<file path="src/rtl/inst_buffer_reader_pkg.sv">
`default_nettype none
// ============================================================================
// Module      : inst_buffer_reader_pkg
// Description : Shared constants for the decoded-instruction buffer reader:
//               dispatch width, decoded packet width and field offsets,
//               branch checkpoint count and counter widths.
// Revision    : 1.0 - initial release
// ============================================================================
package inst_buffer_reader_pkg;

    localparam int DISPATCH_WIDTH = 4;

    // Decoded packet width, identical to the instruction buffer's packet width
    localparam int PKT_W = 64;

    // Decoded packet field layout (LSB offsets and widths)
    localparam int PKT_PC_LSB     = 0;
    localparam int PKT_PC_W       = 32;
    localparam int PKT_OPC_LSB    = 32;
    localparam int PKT_OPC_W      = 8;
    localparam int PKT_DEST_LSB   = 40;
    localparam int PKT_DEST_W     = 6;
    localparam int PKT_SRC1_LSB   = 46;
    localparam int PKT_SRC1_W     = 6;
    localparam int PKT_SRC2_LSB   = 52;
    localparam int PKT_SRC2_W     = 6;
    localparam int PKT_CTI_BIT    = 63;  // packet is a control-transfer instruction

    // Branch checkpoints
    localparam int BRANCH_TAGS = 8;
    localparam int TAG_W       = $clog2(BRANCH_TAGS + 1);
    localparam int BRC_W       = 3;     // branch count per group, 0..4

endpackage : inst_buffer_reader_pkg
`default_nettype wire

</file>
<file path="src/rtl/inst_buffer_reader_tag_counter.sv">
`default_nettype none
// ============================================================================
// Module      : branch_tag_counter
// Description : Free branch-checkpoint counter. Debits the branches of an
//               accepted group, credits checkpoints released by branch
//               resolution, clamps at BRANCH_TAGS and reloads the post-recovery
//               count on flush.
// Ports       : clk, reset       - clock, synchronous active-high reset
//               flush            - load recover_free (priority over all else)
//               recover_free     - free count after recovery
//               debit            - branches consumed this cycle (0 if no accept)
//               credit           - checkpoints released this cycle (0..2)
//               free_tags        - registered free-checkpoint count
// Revision    : 1.0 - initial release
// ============================================================================
module branch_tag_counter #(
    parameter int BRANCH_TAGS = inst_buffer_reader_pkg::BRANCH_TAGS,
    parameter int TAG_W       = inst_buffer_reader_pkg::TAG_W,
    parameter int BRC_W       = inst_buffer_reader_pkg::BRC_W
) (
    input  logic             clk,
    input  logic             reset,
    input  logic             flush,
    input  logic [TAG_W-1:0] recover_free,
    input  logic [BRC_W-1:0] debit,
    input  logic [1:0]       credit,
    output logic [TAG_W-1:0] free_tags
);

    // One extra bit so that a credit past BRANCH_TAGS is visible before clamping
    localparam int CW = TAG_W + 1;
    localparam logic [CW-1:0] MAX_TAGS = CW'(BRANCH_TAGS);

    logic [TAG_W-1:0] count;
    logic [CW-1:0]    sum;
    logic [TAG_W-1:0] count_next;

    // The debit never exceeds the count: a group is only accepted when its
    // branch count fits in the registered free count.
    assign sum        = CW'(count) - CW'(debit) + CW'(credit);
    assign count_next = (sum > MAX_TAGS) ? TAG_W'(BRANCH_TAGS) : sum[TAG_W-1:0];

    always_ff @(posedge clk) begin
        if (reset) begin
            count <= TAG_W'(BRANCH_TAGS);
        end else if (flush) begin
            count <= recover_free;
        end else begin
            count <= count_next;
        end
    end

`ifndef SYNTHESIS
    // Releasing more checkpoints than exist means the resolution logic and
    // this counter disagree about what is outstanding.
    always_ff @(posedge clk) begin
        if (!reset && !flush) begin
            assert (sum <= MAX_TAGS)
                else $error("branch_tag_counter: free count overflow (%0d > %0d)", sum, BRANCH_TAGS);
        end
    end
`endif

    assign free_tags = count;

endmodule : branch_tag_counter
`default_nettype wire

</file>
<file path="src/rtl/inst_buffer_reader.sv">
`default_nettype none
// ============================================================================
// Module      : inst_buffer_reader
// Description : Consumer stage of the decoded-instruction buffer. Takes one
//               4-wide dispatch group per cycle into a one-entry register that
//               feeds rename, tracks free branch checkpoints and drives the
//               buffer's stall when rename is blocked or the group's branches
//               cannot be covered.
// Ports       : clk, reset            - clock, synchronous active-high reset
//               flush_i               - pipeline flush (discard group, recover tags)
//               bufReady_i            - buffer head holds 4 valid packets
//               pkt0_i..pkt3_i        - head packets, oldest in pkt0
//               branchCount_i         - CTI packets in the head group
//               renameStall_i         - rename cannot take the held group
//               brFree_i              - checkpoints released this cycle
//               recoverFree_i         - free count after recovery (on flush)
//               bufStall_o            - buffer stall (combinational)
//               groupValid_o          - register holds a group
//               pkt0_o..pkt3_o        - registered group
//               groupBranches_o       - registered branch count
//               freeTags_o            - free-checkpoint count
//               groupSeq_o            - sequence number of the held group
// Revision    : 1.0 - initial release
// ============================================================================
module inst_buffer_reader #(
    parameter int PKT_W       = inst_buffer_reader_pkg::PKT_W,
    parameter int BRANCH_TAGS = inst_buffer_reader_pkg::BRANCH_TAGS,
    parameter int TAG_W       = inst_buffer_reader_pkg::TAG_W,
    parameter int BRC_W       = inst_buffer_reader_pkg::BRC_W
) (
    input  logic             clk,
    input  logic             reset,
    input  logic             flush_i,
    input  logic             bufReady_i,
    input  logic [PKT_W-1:0] pkt0_i,
    input  logic [PKT_W-1:0] pkt1_i,
    input  logic [PKT_W-1:0] pkt2_i,
    input  logic [PKT_W-1:0] pkt3_i,
    input  logic [BRC_W-1:0] branchCount_i,
    input  logic             renameStall_i,
    input  logic [1:0]       brFree_i,
    input  logic [TAG_W-1:0] recoverFree_i,
    output logic             bufStall_o,
    output logic             groupValid_o,
    output logic [PKT_W-1:0] pkt0_o,
    output logic [PKT_W-1:0] pkt1_o,
    output logic [PKT_W-1:0] pkt2_o,
    output logic [PKT_W-1:0] pkt3_o,
    output logic [BRC_W-1:0] groupBranches_o,
    output logic [TAG_W-1:0] freeTags_o,
    output logic [7:0]       groupSeq_o
);

    import inst_buffer_reader_pkg::*;

    if (BRANCH_TAGS < DISPATCH_WIDTH) begin : g_param_check
        $error("inst_buffer_reader: BRANCH_TAGS must be at least DISPATCH_WIDTH");
    end

    logic             group_valid;
    logic [PKT_W-1:0] pkt0;
    logic [PKT_W-1:0] pkt1;
    logic [PKT_W-1:0] pkt2;
    logic [PKT_W-1:0] pkt3;
    logic [BRC_W-1:0] group_branches;
    logic [7:0]       group_seq;
    logic [TAG_W-1:0] free_tags;

    logic             drain;
    logic             can_take;
    logic             tag_ok;
    logic             stall;
    logic             accept;
    logic [BRC_W-1:0] debit;

    assign drain    = group_valid & ~renameStall_i;
    assign can_take = ~group_valid | ~renameStall_i;
    // Only the registered count is trusted; this cycle's releases are ignored
    // so the check never depends on resolution timing.
    assign tag_ok   = TAG_W'(branchCount_i) <= free_tags;
    // The buffer advances whenever it is not stalled, so every cycle in which
    // a group is not taken must assert stall, including reset and flush.
    assign stall    = reset | flush_i | ~can_take | ~tag_ok;
    assign accept   = bufReady_i & ~stall;
    assign debit    = accept ? branchCount_i : '0;

    always_ff @(posedge clk) begin
        if (reset) begin
            group_valid    <= 1'b0;
            pkt0           <= '0;
            pkt1           <= '0;
            pkt2           <= '0;
            pkt3           <= '0;
            group_branches <= '0;
            group_seq      <= '0;
        end else if (flush_i) begin
            // Sequence number is kept so group IDs stay monotonic across flushes
            group_valid <= 1'b0;
        end else if (accept) begin
            group_valid    <= 1'b1;
            pkt0           <= pkt0_i;
            pkt1           <= pkt1_i;
            pkt2           <= pkt2_i;
            pkt3           <= pkt3_i;
            group_branches <= branchCount_i;
            group_seq      <= group_seq + 8'd1;
        end else if (drain) begin
            group_valid <= 1'b0;
        end
    end

    branch_tag_counter #(
        .BRANCH_TAGS (BRANCH_TAGS),
        .TAG_W       (TAG_W),
        .BRC_W       (BRC_W)
    ) u_tag_counter (
        .clk          (clk),
        .reset        (reset),
        .flush        (flush_i),
        .recover_free (recoverFree_i),
        .debit        (debit),
        .credit       (brFree_i),
        .free_tags    (free_tags)
    );

    assign bufStall_o      = stall;
    assign groupValid_o    = group_valid;
    assign pkt0_o          = pkt0;
    assign pkt1_o          = pkt1;
    assign pkt2_o          = pkt2;
    assign pkt3_o          = pkt3;
    assign groupBranches_o = group_branches;
    assign freeTags_o      = free_tags;
    assign groupSeq_o      = group_seq;

endmodule : inst_buffer_reader
`default_nettype wire

</file>
<file path="config.mk">
export PLATFORM = sky130hd
export DESIGN_NAME = inst_buffer_reader
export DESIGN_NICKNAME = d
export VERILOG_FILES = /design/src/rtl/inst_buffer_reader_pkg.sv /design/src/rtl/inst_buffer_reader_tag_counter.sv /design/src/rtl/inst_buffer_reader.sv
export SDC_FILE = /design/constraint.sdc
export NUM_CORES = 1
export LEC_CHECK = 0
export ABC_AREA = 1
export ABC_CLOCK_PERIOD_IN_PS = 8060
export BUFFER_PORTS_ARGS = -buffer_cell sky130_fd_sc_hd__buf_2
export CAP_MARGIN = 5
export CORE_AREA = 2 2 209 211
export DETAILED_ROUTE_END_ITERATION = 8
export DIE_AREA = 0 0 211 213
export GPL_TIMING_DRIVEN = 0
export SLEW_MARGIN = 20
export SYNTH_ARGS = -nofsm -noshare
export SYNTH_HDL_FRONTEND = slang
export SYNTH_HIERARCHICAL = 1
export SYNTH_SLANG_ARGS = --single-unit
</file>
<file path="constraint.sdc">
create_clock -name clk -period 8.06 [get_ports clk]
set_clock_uncertainty 0.15 [all_clocks]
set_input_delay 1.612 -clock clk [delete_from_list [all_inputs] [get_ports clk]]
set_output_delay 1.612 -clock clk [all_outputs]
set_load 0.05 [all_outputs]
</file>
* Word level (Yosys, flattened, before mapping)
Index checks and enable logic that the tools add are counted.
** Word-level totals
- Word-level logic and storage cells :: 33
- Register bits after elaboration :: 272
- Bits in read-only memories :: 0
- Latch bits :: 0
- Output and inout port bits :: 273
- Memory bits (writable) :: 0
- Input bits :: 270
- Memories :: 0
** Cells by class
- Reductions and logical operators :: 3
- Add/sub/neg operators :: 3
- Bitwise operators :: 12
- Magnitude comparators :: 2
- Shift operators :: 0
- Multipliers :: 0
- Multiplexer cells :: 5
- Eq/ne operators :: 0
- Divide/modulo/power cells :: 0
** Operator list (count)
- $add 8x1->8 const B :: 1
- $mux 4 :: 2
- $not 1->1 :: 6
- $add 5x2->5 :: 1
- $gt 5x4->1 const B :: 1
- $sub 4x3->5 :: 1
- $le 3x4->1 :: 1
- $or 1x1->1 :: 4
- $mux 3 :: 1
- $and 1x1->1 :: 2
- $mux 1 :: 2
- $reduce_and 2->1 :: 1
- $reduce_bool 2->1 :: 1
- $reduce_or 2->1 :: 1

* Depth between registers and ports, before layout
- Depth in word-level cells :: 13
- Gate-level depth with buffers :: 23
- Gate-level depth less buffers :: 21

* Hierarchy
The synthesis kept the hierarchy.
** By module, submodules not included
- inst_buffer_reader :: area an instance 10373.7 um2, sequential area each 5365.1 um2, times used 1, cells an instance 1261
- branch_tag_counter :: area an instance 402.9 um2, sequential area each 80.1 um2, times used 1, cells an instance 59

* Worst setup path before layout
OpenSTA, ideal clock, no wires.
- Kind :: input -> output
- Start point :: input port branchCount_i[2]
- End point :: output port bufStall_o
- Path buffers :: 1
- Arrival time :: 2.803 ns
- Setup slack :: 3.495 ns
- Required time :: 6.298 ns
- Cell stages on the path :: 8
- Cell sequence :: ha_1 > nand2_1 > nor2_1 > nor2_1 > nor2_1 > nor2_4 > buf_2 > inv_1
** Between the ends
- Cells in the longest elaborated chain, start to end :: 3
** Ends and longest elaborated chain
- start, declared :: line inst_buffer_reader.sv:39 : input logic [BRC_W-1:0] branchCount_i,
- $le 3x4->1 :: line inst_buffer_reader.sv:80 : assign tag_ok = TAG_W'(branchCount_i) <= free_tags;
- $not 1->1 :: line inst_buffer_reader.sv:83 : assign stall = reset | flush_i | ~can_take | ~tag_ok;
- $or 1x1->1 :: line inst_buffer_reader.sv:83
- end, declared :: line inst_buffer_reader.sv:43 : output logic bufStall_o,
No other way between the ends.

* Final worst setup path
Same ends and word-level chain as after synthesis.

==> impl_results.html <==
<table>
<tr><th>Metric</th><th>Value</th></tr>
<tr><th colspan="2">Worst hold path</th></tr>
<tr><td>Endpoint of the worst hold-timing path</td><td>pkt3_o[51]$_SDFFE_PP0P_</td></tr>
<tr><td>Type of the tightest min-delay check</td><td>reg -&gt; reg</td></tr>
<tr><td>Launch instance of the worst min-delay path</td><td>pkt3_o[51]$_SDFFE_PP0P_</td></tr>
<tr><td>Count of cells along the worst hold path</td><td>2</td></tr>
<tr><th colspan="2">STA</th></tr>
<tr><td>Hold Vio Cnt, Final</td><td>0</td></tr>
<tr><td>Crit share post-route</td><td>62.5%</td></tr>
<tr><td>Fmax</td><td>199 MHz</td></tr>
<tr><td>Transition time of the tightest slew-check pin</td><td>0.810 ns</td></tr>
<tr><td>Relative slew slack</td><td>46.0%</td></tr>
<tr><td>Max-slew violation total from the final report</td><td>0</td></tr>
<tr><td>Worst hold slack</td><td>0.308 ns</td></tr>
<tr><td>Setup violators final</td><td>0</td></tr>
<tr><td>Accumulated negative setup slack</td><td>0 ns</td></tr>
<tr><td>Fin crit period</td><td>5.04 ns</td></tr>
<tr><td>Unrepaired setup endpoints after global routing</td><td>no</td></tr>
<tr><th colspan="2">Power and ir drop</th></tr>
<tr><td>Static Leakage</td><td>0.00673 uW</td></tr>
<tr><td>Largest voltage drop on the vdd net</td><td>161 uV</td></tr>
<tr><td>Power density over the cells</td><td>221 nW/um2</td></tr>
<tr><td>Logic pwr share</td><td>17.2%</td></tr>
<tr><td>Net switching component of the power</td><td>997 uW</td></tr>
<tr><td>Clock share of power</td><td>40.5%</td></tr>
<tr><td>Overall power consumption</td><td>3350 uW</td></tr>
<tr><td>Cell-internal power</td><td>2350 uW</td></tr>
<tr><td>Switching share of total power</td><td>29.7%</td></tr>
<tr><td>Share of total power in sequential cells</td><td>42.4%</td></tr>
<tr><th colspan="2">Run</th></tr>
<tr><td>Number of max-cap violations</td><td>0</td></tr>
<tr><th colspan="2">Placed design</th></tr>
<tr><td># placed instances</td><td>2407</td></tr>
<tr><td>RePlAce Congestion</td><td>0.908</td></tr>
<tr><td>Number of buffers added on ports</td><td>541</td></tr>
<tr><td>Detailed Place HPWL</td><td>31.7 mm</td></tr>
<tr><th colspan="2">GRT</th></tr>
<tr><td>Overall global routing resource usage</td><td>17.0%</td></tr>
<tr><td>Pin count of the biggest net entering global routing</td><td>16</td></tr>
<tr><td>Number of global-route vias before repair</td><td>10934</td></tr>
<tr><td>First-pass GRT wire length</td><td>60.7 mm</td></tr>
<tr><td>Global route overflow</td><td>0</td></tr>
<tr><td>Initial antenna violation count</td><td>1</td></tr>
<tr><th colspan="2">Critical path</th></tr>
<tr><td>Required time at the endpoint of the critical path</td><td>6.30 ns</td></tr>
<tr><td>Critical Path Slowest Stage Cell</td><td>sky130_fd_sc_hd__ha_1</td></tr>
<tr><td>Top delay family on crit path</td><td>buffers and inverters</td></tr>
<tr><td>CP endpoint kind</td><td>output pin</td></tr>
<tr><td>Largest fanout on the critical path</td><td>10</td></tr>
<tr><td>Critical path data arrival time</td><td>3.27 ns</td></tr>
<tr><td>Worst-path cell chain</td><td>buf_2 -&gt; ha_1 -&gt; nand2_1 -&gt; nand2_1 -&gt; nor2_1 -&gt; nor2_1 -&gt; nor2_4 -&gt; buf_2 -&gt; inv_1 -&gt; buf_2</td></tr>
<tr><td>Most repeated library cell on the critical path</td><td>sky130_fd_sc_hd__buf_2</td></tr>
<tr><td>Register-to-register path setup slack</td><td>4.53 ns</td></tr>
<tr><td>Crit path launch type</td><td>primary input</td></tr>
<tr><td>R2R cell count</td><td>19</td></tr>
<tr><td>Worst flop-to-flop path endpoint</td><td>u_tag_counter/free_tags[0]$_SDFF_PP0_</td></tr>
<tr><td>Bufs and invs on worst path</td><td>4</td></tr>
<tr><td>Crit Reg-Reg Startpoint</td><td>u_tag_counter/free_tags[2]$_SDFF_PP0_</td></tr>
<tr><td>Path type of the worst setup path</td><td>in -&gt; out</td></tr>
<tr><td>Largest stage delay, worst path</td><td>0.35 ns</td></tr>
<tr><th colspan="2">Cells and area</th></tr>
<tr><td>Area delta synth-&gt;final</td><td>40.5%</td></tr>
<tr><td>Cell Count, Final, Fillers Out</td><td>2463</td></tr>
<tr><td>Commonest cells after routing, fill and taps aside</td><td>sky130_fd_sc_hd__buf_2, sky130_fd_sc_hd__nand2_1, sky130_fd_sc_hd__a21oi_1</td></tr>
<tr><td>Share of cells above drive strength 1</td><td>36.7%</td></tr>
<tr><td>Number of fill cells</td><td>4562</td></tr>
<tr><td>Commonest non-fill, non-tap cell in the layout</td><td>sky130_fd_sc_hd__buf_2</td></tr>
<tr><td>Total number of nets in the final design</td><td>2176</td></tr>
<tr><td>Core occupancy in the finished layout</td><td>35.5%</td></tr>
<tr><th colspan="2">Floorplan</th></tr>
<tr><td>FP Rows</td><td>76</td></tr>
<tr><td>I/O pin count</td><td>543</td></tr>
<tr><td>Starting density of the core</td><td>25.2%</td></tr>
<tr><td>Die extent in y</td><td>213 um</td></tr>
<tr><td>Die Footprint</td><td>44900 um2</td></tr>
<tr><td>Area of the core region</td><td>42700 um2</td></tr>
<tr><td>Die width</td><td>211 um</td></tr>
<tr><th colspan="2">Status</th></tr>
<tr><td>Run status</td><td>complete, no violations</td></tr>
<tr><th colspan="2">Clock tree</th></tr>
<tr><td>Clock insertion delay at the later pin of the skew report</td><td>0.56 ns</td></tr>
<tr><td>TritonCTS clock tree</td><td>done</td></tr>
<tr><td>Number of buffers on the longest clock path</td><td>3</td></tr>
<tr><td>Hold bufs inserted after CTS</td><td>0</td></tr>
<tr><td>Postcts setup bufs</td><td>0</td></tr>
<tr><td>Cts bufs inserted</td><td>31</td></tr>
<tr><td>Total number of H-tree levels</td><td>1</td></tr>
<tr><td>Clock sink count</td><td>272</td></tr>
<tr><td>Clock transition at the registers of the reported paths</td><td>0.06 ns</td></tr>
<tr><td>Number of instances resized during post-cts repair</td><td>0</td></tr>
<tr><td>CTS root buffer</td><td>sky130_fd_sc_hd__clkbuf_16</td></tr>
<tr><th colspan="2">Yosys</th></tr>
<tr><td>Cell Area, Synth</td><td>10800 um2</td></tr>
<tr><td>Cell count after synthesis</td><td>1320</td></tr>
<tr><td>Avg Synthesized Cell Area</td><td>8.16 um2</td></tr>
<tr><td>Synth Register Bits</td><td>272</td></tr>
<tr><td>Cell variety after synth</td><td>24</td></tr>
<tr><td>Share of synthesized area occupied by flip-flops and latches</td><td>50.5%</td></tr>
<tr><td>Count of yosys warnings during synthesis</td><td>6</td></tr>
<tr><td>Net count after synthesis</td><td>1602</td></tr>
<tr><th colspan="2">Detailed routing</th></tr>
<tr><td>Total routed wirelength</td><td>41.0 mm</td></tr>
<tr><td>Initial detailed-routing violation count</td><td>577</td></tr>
<tr><td>ANT nets after route</td><td>0</td></tr>
<tr><td>Count of vias placed by the detailed router</td><td>11490</td></tr>
<tr><td>Detailed-route DRC error count</td><td>0</td></tr>
<tr><td>DR WL/cell</td><td>16.6 um</td></tr>
<tr><td>Detailed-routing iteration count for the pre-antenna-repair pass</td><td>5</td></tr>
<tr><td>Detailed-route vias per instance</td><td>4.67</td></tr>
</table>
==> metrics by stage <==
stage / setup WS (ns) / instance area [um2]
2_1_floorplan: 3.49 / 10800
3_3_place_gp: 3.01 / 14200
3_5_place_dp: 3.02 / 14200
4_1_cts: 3.01 / 15100
5_1_grt: 2.94 / 15100
6_report: 3.02 / 15100
==> per-layer routing <==
layer / part of all wire [%] / global-route usage, % / up-vias
met5: 0 / 0 / -
met4: 3.0 / 5.08 / 0
met3: 7.1 / 4.49 / 71
met2: 50 / 30.5 / 430
met1: 40 / 19.8 / 5397
li1: - / - / 5592
==> cells by family (layout without fill, tap and decap cells) <==
| group | Yosys count | count (layout) | synth area share [%] |
|---|---|---|---|
| adders and majority gates | 12 | 12 | 1.53 |
| buffers and inverters | 156 | 751 | 8.41 |
| xor gates and xnor gates | 1 | 1 | 0.0813 |
| other | 0 | 2 | 0 |
| AOI/OAI and AO/OA | 278 | 278 | 12.9 |
| and+or+nand+nor | 601 | 601 | 26.5 |
| DFF | 272 | 272 | 50.5 |
==> synthesized netlist by cell type <==
cell                         n  share of area (%)
sky130_fd_sc_hd__buf_1       2              0.070
sky130_fd_sc_hd__or2_1       1              0.058
sky130_fd_sc_hd__buf_2      18               0.84
sky130_fd_sc_hd__fa_1        2               0.37
sky130_fd_sc_hd__nand3b_1    3               0.21
sky130_fd_sc_hd__nand4_1     3               0.17
sky130_fd_sc_hd__inv_1      35                1.2
sky130_fd_sc_hd__nor2_1      9               0.31
sky130_fd_sc_hd__nand2_2     1              0.058
sky130_fd_sc_hd__nand2_1   301                 10
sky130_fd_sc_hd__buf_4      23                1.6
sky130_fd_sc_hd__xor2_1      1              0.081
sky130_fd_sc_hd__nand3_2    44                4.1
sky130_fd_sc_hd__a21oi_1   274                 13
sky130_fd_sc_hd__inv_2       2              0.070
sky130_fd_sc_hd__buf_12      1               0.19
sky130_fd_sc_hd__nand3_1   238                 11
sky130_fd_sc_hd__dfxtp_1   272                 51
sky130_fd_sc_hd__o21ai_0     4               0.19
sky130_fd_sc_hd__ha_1       10                1.2
sky130_fd_sc_hd__buf_8       2               0.28
sky130_fd_sc_hd__nor2_4      1               0.10
sky130_fd_sc_hd__clkbuf_1   50                1.7
sky130_fd_sc_hd__buf_6      23                2.4
==> tightest hold or removal path, cell delays in order, from the launching register on <==
cell and delay [ns]:
sky130_fd_sc_hd__dfxtp_1 0.30, sky130_fd_sc_hd__nand2_1 0.06, sky130_fd_sc_hd__a21oi_1 0.05
==> worst max-delay path by stage <==
stage | slack [ns] | start | cells past startpoint | endpoint
4_1_cts | 3.01 | branchCount_i[2] | 10 | bufStall_o
2_1_floorplan | 3.49 | branchCount_i[2] | 8 | bufStall_o
6_report | 3.02 | branchCount_i[2] | 10 | bufStall_o
3_3_place_gp | 3.01 | branchCount_i[2] | 10 | bufStall_o
5_1_grt | 2.94 | branchCount_i[2] | 10 | bufStall_o
3_5_place_dp | 3.02 | branchCount_i[2] | 10 | bufStall_o
==> power groups by stage <==
| stage | clock (uW) | combinational, uW | sequential [uW] |
|---|---|---|---|
| finish | 1360 | 575 | 1420 |
| global route | 1450 | 619 | 1430 |
| CTS | 1390 | 579 | 1420 |
| detailed placement | 0 | 577 | 1450 |
| global placement | 0 | 572 | 1450 |
| floorplan | 0 | 209 | 1620 |
==> area by class of cell <==
| cell class | count | area [um2] | area share (%) |
|---|---|---|---|
| clock inverters | 9 | 78.8 | 0.521 |
| clock buffers | 45 | 888 | 5.87 |
| plain buffers | 119 | 767 | 5.07 |
| well taps | 546 | 683 | 4.51 |
| flip-flops and latches | 272 | 5450 | 36.0 |
| inverters | 37 | 139 | 0.917 |
| repair buffers | 541 | 2710 | 17.9 |
| diodes | 2 | 5.00 | 0.0331 |
| multi-input cells | 892 | 4430 | 29.2 |
==> sequential cells by signal, summed over array words and instances, names as in the netlist <==
name                     cells
groupBranches_o              3
groupSeq_o                   8
groupValid_o                 1
pkt0_o                      64
pkt1_o                      64
pkt2_o                      64
pkt3_o                      64
u_tag_counter/free_tags      4
Note: power is estimated with default switching activity, not from simulation.
